**config.mk**
```make
export PLATFORM = sky130hd
export DESIGN_NAME = lcd_rx_monitor
export DESIGN_NICKNAME = d
export VERILOG_FILES = /design/src/rtl/lcd_rx_monitor.sv
export SDC_FILE = /design/constraint.sdc
export NUM_CORES = 1
export LEC_CHECK = 0
export BUFFER_PORTS_ARGS = -buffer_cell sky130_fd_sc_hd__buf_4
export CAP_MARGIN = 20
export CORE_AREA = 5 5 83 85
export DETAILED_ROUTE_END_ITERATION = 6
export DIE_AREA = 0 0 88 90
export GPL_TIMING_DRIVEN = 0
export PLACE_DENSITY_LB_ADDON = 0.05
export SLEW_MARGIN = 0
export SYNTH_ARGS = -nofsm -noshare
export SYNTH_HDL_FRONTEND = slang
export SYNTH_SLANG_ARGS = --single-unit
```
**constraint.sdc**
```tcl
create_clock -name i_clk -period 4.8 [get_ports i_clk]
set_clock_uncertainty 0.05 [all_clocks]
set_input_delay 0.24 -clock i_clk [delete_from_list [all_inputs] [get_ports i_clk]]
set_output_delay 0.24 -clock i_clk [all_outputs]
set_load 0.02 [all_outputs]
```
**src/rtl/lcd_rx_monitor.sv**
```systemverilog
// rtl/lcd_rx_monitor.sv - LCD RGB receive monitor: per-line width, per-frame line count, error flags, frame counter.
// Optional pixel checksum accumulator enabled by defining LCD_RX_CHECKSUM_EN.
module lcd_rx_monitor #(
  parameter int H_ACTIVE = 800,
  parameter int V_ACTIVE = 480
) (
  input  logic        i_clk,
  input  logic        i_rst_n,
  input  logic        i_hd,
  input  logic        i_vd,
  input  logic        i_den,
  input  logic [7:0]  i_r,
  input  logic [7:0]  i_g,
  input  logic [7:0]  i_b,
  output logic        o_frame_done,
  output logic        o_locked,
  output logic        o_h_err,
  output logic        o_v_err,
  output logic [10:0] o_width,
  output logic [9:0]  o_lines,
  output logic [7:0]  o_frames,
  output logic [15:0] o_chksum
);

  typedef enum logic {WAIT_VS, IN_FRAME} state_t;

  state_t      r_state;
  state_t      w_next;
  logic        r_vd_q;
  logic        r_den_q;
  logic [10:0] r_pix;
  logic [9:0]  r_line;
  logic        r_h_err;

  logic        w_vd_fall;
  logic        w_den_fall;
  logic        w_active;
  logic        w_latch;
  logic        w_line_end;
  logic [9:0]  w_lines_now;
  logic        w_herr_now;
  logic        w_verr_now;
  logic [15:0] w_chk_now;

  assign w_vd_fall  = r_vd_q & ~i_vd;
  assign w_den_fall = r_den_q & ~i_den;

  always_ff @(posedge i_clk or negedge i_rst_n) begin
    if (!i_rst_n) r_state <= WAIT_VS;
    else          r_state <= w_next;
  end

  always_comb begin
    w_next = r_state;
    case (r_state)
      WAIT_VS:  if (w_vd_fall) w_next = IN_FRAME;
      IN_FRAME: w_next = IN_FRAME;
      default:  w_next = WAIT_VS;
    endcase
  end

  always_comb begin
    w_active = (r_state == IN_FRAME);
    w_latch  = w_active & w_vd_fall;
  end

  // A line ends on DEN falling, or is cut short when the frame edge arrives with DEN still high.
  always_comb begin
    w_line_end  = w_active & (w_den_fall | (w_latch & i_den));
    w_lines_now = r_line;
    if (w_line_end && r_line != 10'd1023) w_lines_now = r_line + 10'd1;
    w_herr_now  = r_h_err | (w_active & ((w_den_fall & (r_pix != 11'(H_ACTIVE)))
                                         | (w_latch & i_den)
                                         | (i_den & ~i_hd)));
    w_verr_now  = (w_lines_now != 10'(V_ACTIVE));
  end

`ifdef LCD_RX_CHECKSUM_EN
  logic [15:0] r_chk;
  logic [15:0] w_rgb_sum;

  assign w_rgb_sum = {8'd0, i_r} + {8'd0, i_g} + {8'd0, i_b};
  assign w_chk_now = r_chk + ((w_active && i_den) ? w_rgb_sum : 16'd0);

  always_ff @(posedge i_clk or negedge i_rst_n) begin
    if (!i_rst_n)      r_chk <= 16'd0;
    else if (w_latch)  r_chk <= 16'd0;
    else if (w_active) r_chk <= w_chk_now;
  end
`else
  logic w_unused_rgb;

  assign w_unused_rgb = ^{i_r, i_g, i_b};
  assign w_chk_now    = 16'd0;
`endif

  always_ff @(posedge i_clk or negedge i_rst_n) begin
    if (!i_rst_n) begin
      r_vd_q       <= 1'b0;
      r_den_q      <= 1'b0;
      r_pix        <= 11'd0;
      r_line       <= 10'd0;
      r_h_err      <= 1'b0;
      o_frame_done <= 1'b0;
      o_locked     <= 1'b0;
      o_h_err      <= 1'b0;
      o_v_err      <= 1'b0;
      o_width      <= 11'd0;
      o_lines      <= 10'd0;
      o_frames     <= 8'd0;
      o_chksum     <= 16'd0;
    end else begin
      r_vd_q       <= i_vd;
      r_den_q      <= i_den;
      o_frame_done <= w_latch;
      if (w_active && w_den_fall) o_width <= r_pix;
      if (w_latch) begin
        o_lines  <= w_lines_now;
        o_h_err  <= w_herr_now;
        o_v_err  <= w_verr_now;
        o_locked <= ~(w_herr_now | w_verr_now);
        o_frames <= o_frames + 8'd1;
        o_chksum <= w_chk_now;
        r_pix    <= 11'd0;
        r_line   <= 10'd0;
        r_h_err  <= 1'b0;
      end else if (w_active) begin
        if (i_den) begin
          if (r_pix != 11'd2047) r_pix <= r_pix + 11'd1;
        end else if (w_den_fall) begin
          r_pix <= 11'd0;
        end
        r_line  <= w_lines_now;
        r_h_err <= w_herr_now;
      end
    end
  end

endmodule

```
Yosys cells after proc, flatten, opt, wreduce, memory -nomap -nowiden. Index checks and enable logic that the tools add are counted. Widths: inputs -> output; s select.

Register bits: 58. Bits of input ports: 29. Output and inout bits: 49.

Add/subtract/negate cells: 3. Eq/ne operators: 5. Muxes and demuxes: 12. Bitwise operators: 18. Reduce and logical (&&, ||, !) cells: 5.

Operators by type and width (number): $mux 11 (5); $mux 10 (3); $add 11x1->11 const B (1); $ne 11x10->1 const B (1); $ne 11x11->1 const B (1); $add 10x1->10 const B (1); $ne 10x10->1 const B (1); $ne 10x9->1 const B (1); $add 8x1->8 const B (1); $and 1x1->1 (8); $not 1->1 (5); $or 1x1->1 (5); $mux 1 (3); $ne 3x1->1 const B (1); $reduce_and 3->1 (1); $reduce_bool 3->1 (1); $logic_and 1x1->1 (2); $pmux 1 s2 (1); $reduce_bool 2->1 (1).

Logic depth before layout (Yosys ltp).
Depth in word-level cells: 11. Gate-level depth with buffers: 8. Mapped depth without buffers: 8.

Least setup slack after synthesis. No wires, ideal clock.

Kind: reg-to-reg. From: register r_line[1]. To: register o_locked. Arrival time: 1.650 ns. Required time: 4.629 ns. Path slack: 2.979 ns. Cell stages (with the launch flop): 8. Path through: dfrtp_1 > ha_1 > nand2_1 > nor2_1 > a21boi_4 > mux2i_1 > nor4b_4 > a22o_1.

Word-level cells in the longest chain between the ends: 6. Elaborated cells between the ends (all ways): 7.

RTL lines: start, declared (RTL line 32) `logic [9:0] r_line;`; start signal, assigned (RTL line 133) `r_line <= w_lines_now;`; parallel branches: the longest is 2 deep, another holds $add 10x1->10; $mux 10 (*) (RTL line 71) `if (w_line_end && r_line != 10'd1023) w_lines_now = r_line + 10'd1;`; $ne 10x9->1 (*) (RTL line 75) `w_verr_now = (w_lines_now != 10'(V_ACTIVE));`; $or 1x1->1 (*) (RTL line 121) `o_locked <= ~(w_herr_now | w_verr_now);`; $not 1->1 (*) (RTL line 121); end signal, assigned (RTL line 121); end, declared (RTL line 16) `output logic o_locked,`.

Mark *: on every way between the ends. A chain may end at the register's enable or synchronous reset.

Worst setup path in the final report.
From: input i_vd. To: register o_lines[7].

Word-level cells in the longest chain between the ends: 8.

RTL lines: start, declared (RTL line 10) `input logic i_vd,`; $not 1->1 (*) (RTL line 45) `assign w_vd_fall = r_vd_q & ~i_vd;`; $and 1x1->1 (*) (RTL line 45); $and 1x1->1 (*) (RTL line 64) `w_latch = w_active & w_vd_fall;`; $and 1x1->1 (RTL line 69) `w_line_end = w_active & (w_den_fall | (w_latch & i_den));`; $or 1x1->1 (RTL line 69); $and 1x1->1 (RTL line 69); $logic_and 1x1->1 (RTL line 71); $mux 10 (RTL line 71); end signal, assigned (RTL line 118) `o_lines <= w_lines_now;`; end, declared (RTL line 20) `output logic [9:0] o_lines,`.

Mark *: on every way between the ends. The rest lies on a longest branch, timed or not.

==> impl_metrics.py <==
metrics = {
    "routing": {
        "ant_nets": 0,
        "drtPass1Iterations": 6,
        "routed_via_density": 5.13,
        "num_vias": 2214,
        "drcViolationCount": 0,
        "routedWlPerCell_um": 14.4,
        "wirelength_um": 6220,
        "drtIter0Drc": 87,
    },
    "clock_network": {
        "cts_buffers": 9,
        "worstSkewPairLatency_ps": 340,
        "post-cts-setup-buffers": 0,
        "clockBufferDepth": 2,
        "cts.sinks": 58,
        "path_clk_slew_ps": 70,
        "cts_tree": "yes",
        "h-tree-depth": 3,
        "cts-root-buf": "clkbuf_8",
    },
    "floorplanning": {
        "dieArea_mm2": 0.00792,
        "coreArea_mm2": 0.00613,
        "std_cell_rows": 29,
        "start_util_pct": 47.8,
        "die_w_um": 88,
        "io-pin-count": 78,
        "die_h_um": 90,
    },
    "synthesis": {
        "avgSynthCellArea_um2": 10.3,
        "ys_seq_elements": 58,
        "syn_area_mm2": 0.00293,
        "synth_cell_types": 51,
        "yosys_most_used_dff": "dfrtp_1",
        "synth_warnings": 0,
        "synth-edff-count": 0,
        "ys_seq_area_share_pct": 49.5,
        "synthesis.instances": 286,
        "async_flop_share_pct": 100,
    },
    "placed_design": {
        "globalplace.congestion": 0.836,
        "placed_cell_area_mm2": 0.00336,
        "place_worst_setup_slack_ps": 2500,
        "port_buffers": 37,
        "dp_hpwl_um": 4410,
        "post-place-cells": 415,
    },
    "run_status": {
        "status": "completed",
    },
    "worst_setup_path": {
        "cp_cell_sequence": "dlygate4sd3_1 > buf_4 > nand2b_1 > or2_0 > clkbuf_1 > clkbuf_1 > clkbuf_1 > o21ai_0",
        "arrival_ps": 2390,
        "critPathLaunch": "i_vd",
        "worst_path_max_delay_cell": "dlygate4sd3_1",
        "crit_required_ps": 4950,
        "reg2reg_depth": 7,
        "cpMostUsedCell": "clkbuf_1",
        "startpoint_type": "input pin",
        "r2r_slack_ps": 2560,
        "critPathMaxFanout": 10,
        "path_buf_inv": 5,
        "slowest_delay_ps": 530,
        "critPathKind": "input pin to register",
        "r2r-start": "r_state",
        "rr_endpoint": "o_lines[7]",
        "path_delay_family": "buffers and inverters",
        "cp-end-kind": "register",
    },
    "sta": {
        "finalWorstSetupSlack_ps": 2550,
        "finalCritPeriodShare_pct": 46.8,
        "worstMarginPinSlew_ps": 712,
        "min_period_ps": 2250,
        "hold_slack_ps": 56.2,
        "final_max_slew_viol_count": 0,
        "setup_tns_ps": 0,
        "rsz0062_at_grt": "no",
        "fmax_ghz": 0.445,
        "hold_viol_final": 0,
        "slew_headroom_pct": 52.6,
        "setup_viol": 0,
    },
    "power_and_ir_drop": {
        "p_leak_nw": 1.72,
        "ir_drop_mv": 0.236,
        "power_density_mw_per_mm2": 377,
        "total_power_mw": 1.36,
    },
    "global_routing": {
        "overflow": 0,
        "grt_pass1_wl_um": 10600,
        "grt_use_total_pct": 16.9,
        "grt_pass1_vias": 2175,
        "grt_max_degree": 59,
        "grt_antenna_before_repair": 0,
    },
    "layout": {
        "drive_gt1_share_pct": 25.4,
        "seqCellArea_mm2": 0.00145,
        "final_cell_mix": "58 x dfrtp_1, 54 x buf_4, 38 x nand2_1, 20 x o21ai_0, 18 x nor2_1",
        "areaGrowthSynthToFinish_pct": 23.1,
        "finalInstanceArea_mm2": 0.00361,
        "fill_cells": 570,
        "layout.nets": 384,
        "final_common_cell": "dfrtp_1",
        "multi_input_area_mm2": 0.00133,
        "antennaDiodeCount": 0,
        "final_core_util_pct": 58.9,
        "post_layout_nonfiller_instances": 432,
    },
    "hold_path": {
        "worstHoldPathCells": 1,
        "hold_path.class": "input pin to register",
        "hold_end": "r_den_q",
        "hold_path.startpoint": "i_den",
    },
    "flow_run": {
        "cap_violations": 0,
    },
}
[final cells by class]
class                   instances  share of cell area, %
flip-flops and latches         58                   40.2
clock buffers                  11                   4.19
repair buffers                 39                   8.25
plain buffers                  29                   5.06
clock inverters                 4                   2.08
multi-input cells             208                   36.9
inverters                       6                  0.624
well taps                      77                   2.67
[cells by family (layout without fill, tap and decap cells)]
kind of cell,after synthesis,after routing,synth area share (%)
multiplexers,15,15,5.50
buffers and inverters,35,89,7.00
other,1,16,0.128
AND/OR/NAND/NOR,101,101,18.5
adder cells (fa/ha/maj),4,4,1.71
AO/OA/AOI/OAI,53,53,12.0
XOR/XNOR,19,19,5.67
flip-flops,58,58,49.5
[per-layer routing]
metal | vias up | part of all wire [%] | track usage, %
met5 | - | 0 | 0
met4 | 0 | 2.8 | 8.95
met3 | 15 | 4.5 | 3.29
met2 | 43 | 47 | 25.9
met1 | 1056 | 46 | 22.1
li1 | 1100 | - | -
[worst max-delay path by stage]
stage / endpoint / slack [ps] / cells past startpoint
6_report: o_lines[7] / 2550 / 8
5_1_grt: o_lines[3] / 2360 / 8
4_1_cts: o_lines[2] / 2500 / 7
3_5_place_dp: o_lines[2] / 2500 / 7
3_3_place_gp: o_lines[6] / 2530 / 8
2_1_floorplan: o_locked / 2980 / 7
[registers in the layout, summed over array words and instances (netlist names)]
name          count
o_width          11
r_den_q           1
o_frames          8
o_v_err           1
o_locked          1
r_state           1
r_h_err           1
r_line           10
o_lines          10
r_pix            11
o_frame_done      1
r_vd_q            1
o_h_err           1
[cell usage after synthesis, types with 2 or more instances]
cell       number  area [µm²]
o2bb2ai_1       4        35.0
ha_1            4        50.1
buf_2           2        10.0
a21oi_1        11        55.1
nor4_1          2        12.5
clkbuf_1        8        30.0
and3_1          3        18.8
o21ai_0        20         100
buf_4          17         128
a22o_1          2        17.5
nand2_1        38         143
and4_1          4        35.0
xor2_1          9        78.8
nor3_1          3        15.0
inv_1           4        15.0
nand3_1         8        40.0
mux2_2          9         101
inv_2           2        7.51
o31ai_1         3        22.5
xnor2_1        10        87.6
nand2b_1        5        31.3
a32o_1          2        20.0
nand4_1         9        56.3
mux2i_1         6        60.1
dfrtp_1        58        1450
nor2_1         18        67.6
[power breakdown]
group          leakage [nW]  total, mW  internal (mW)  switching [mW]
logic                 0.839      0.262          0.109           0.154
clock network         0.108      0.516          0.318           0.198
registers             0.771      0.581          0.535          0.0461
total                  1.72       1.36          0.961           0.398
[what timing repair did]
item / 4_1_cts / 5_1_grt
hold endpoints to repair: 59 / 0
gates resized for setup: 0 / 0
hold buffers: 2 / 0
Note: power is estimated with default switching activity, not from simulation.
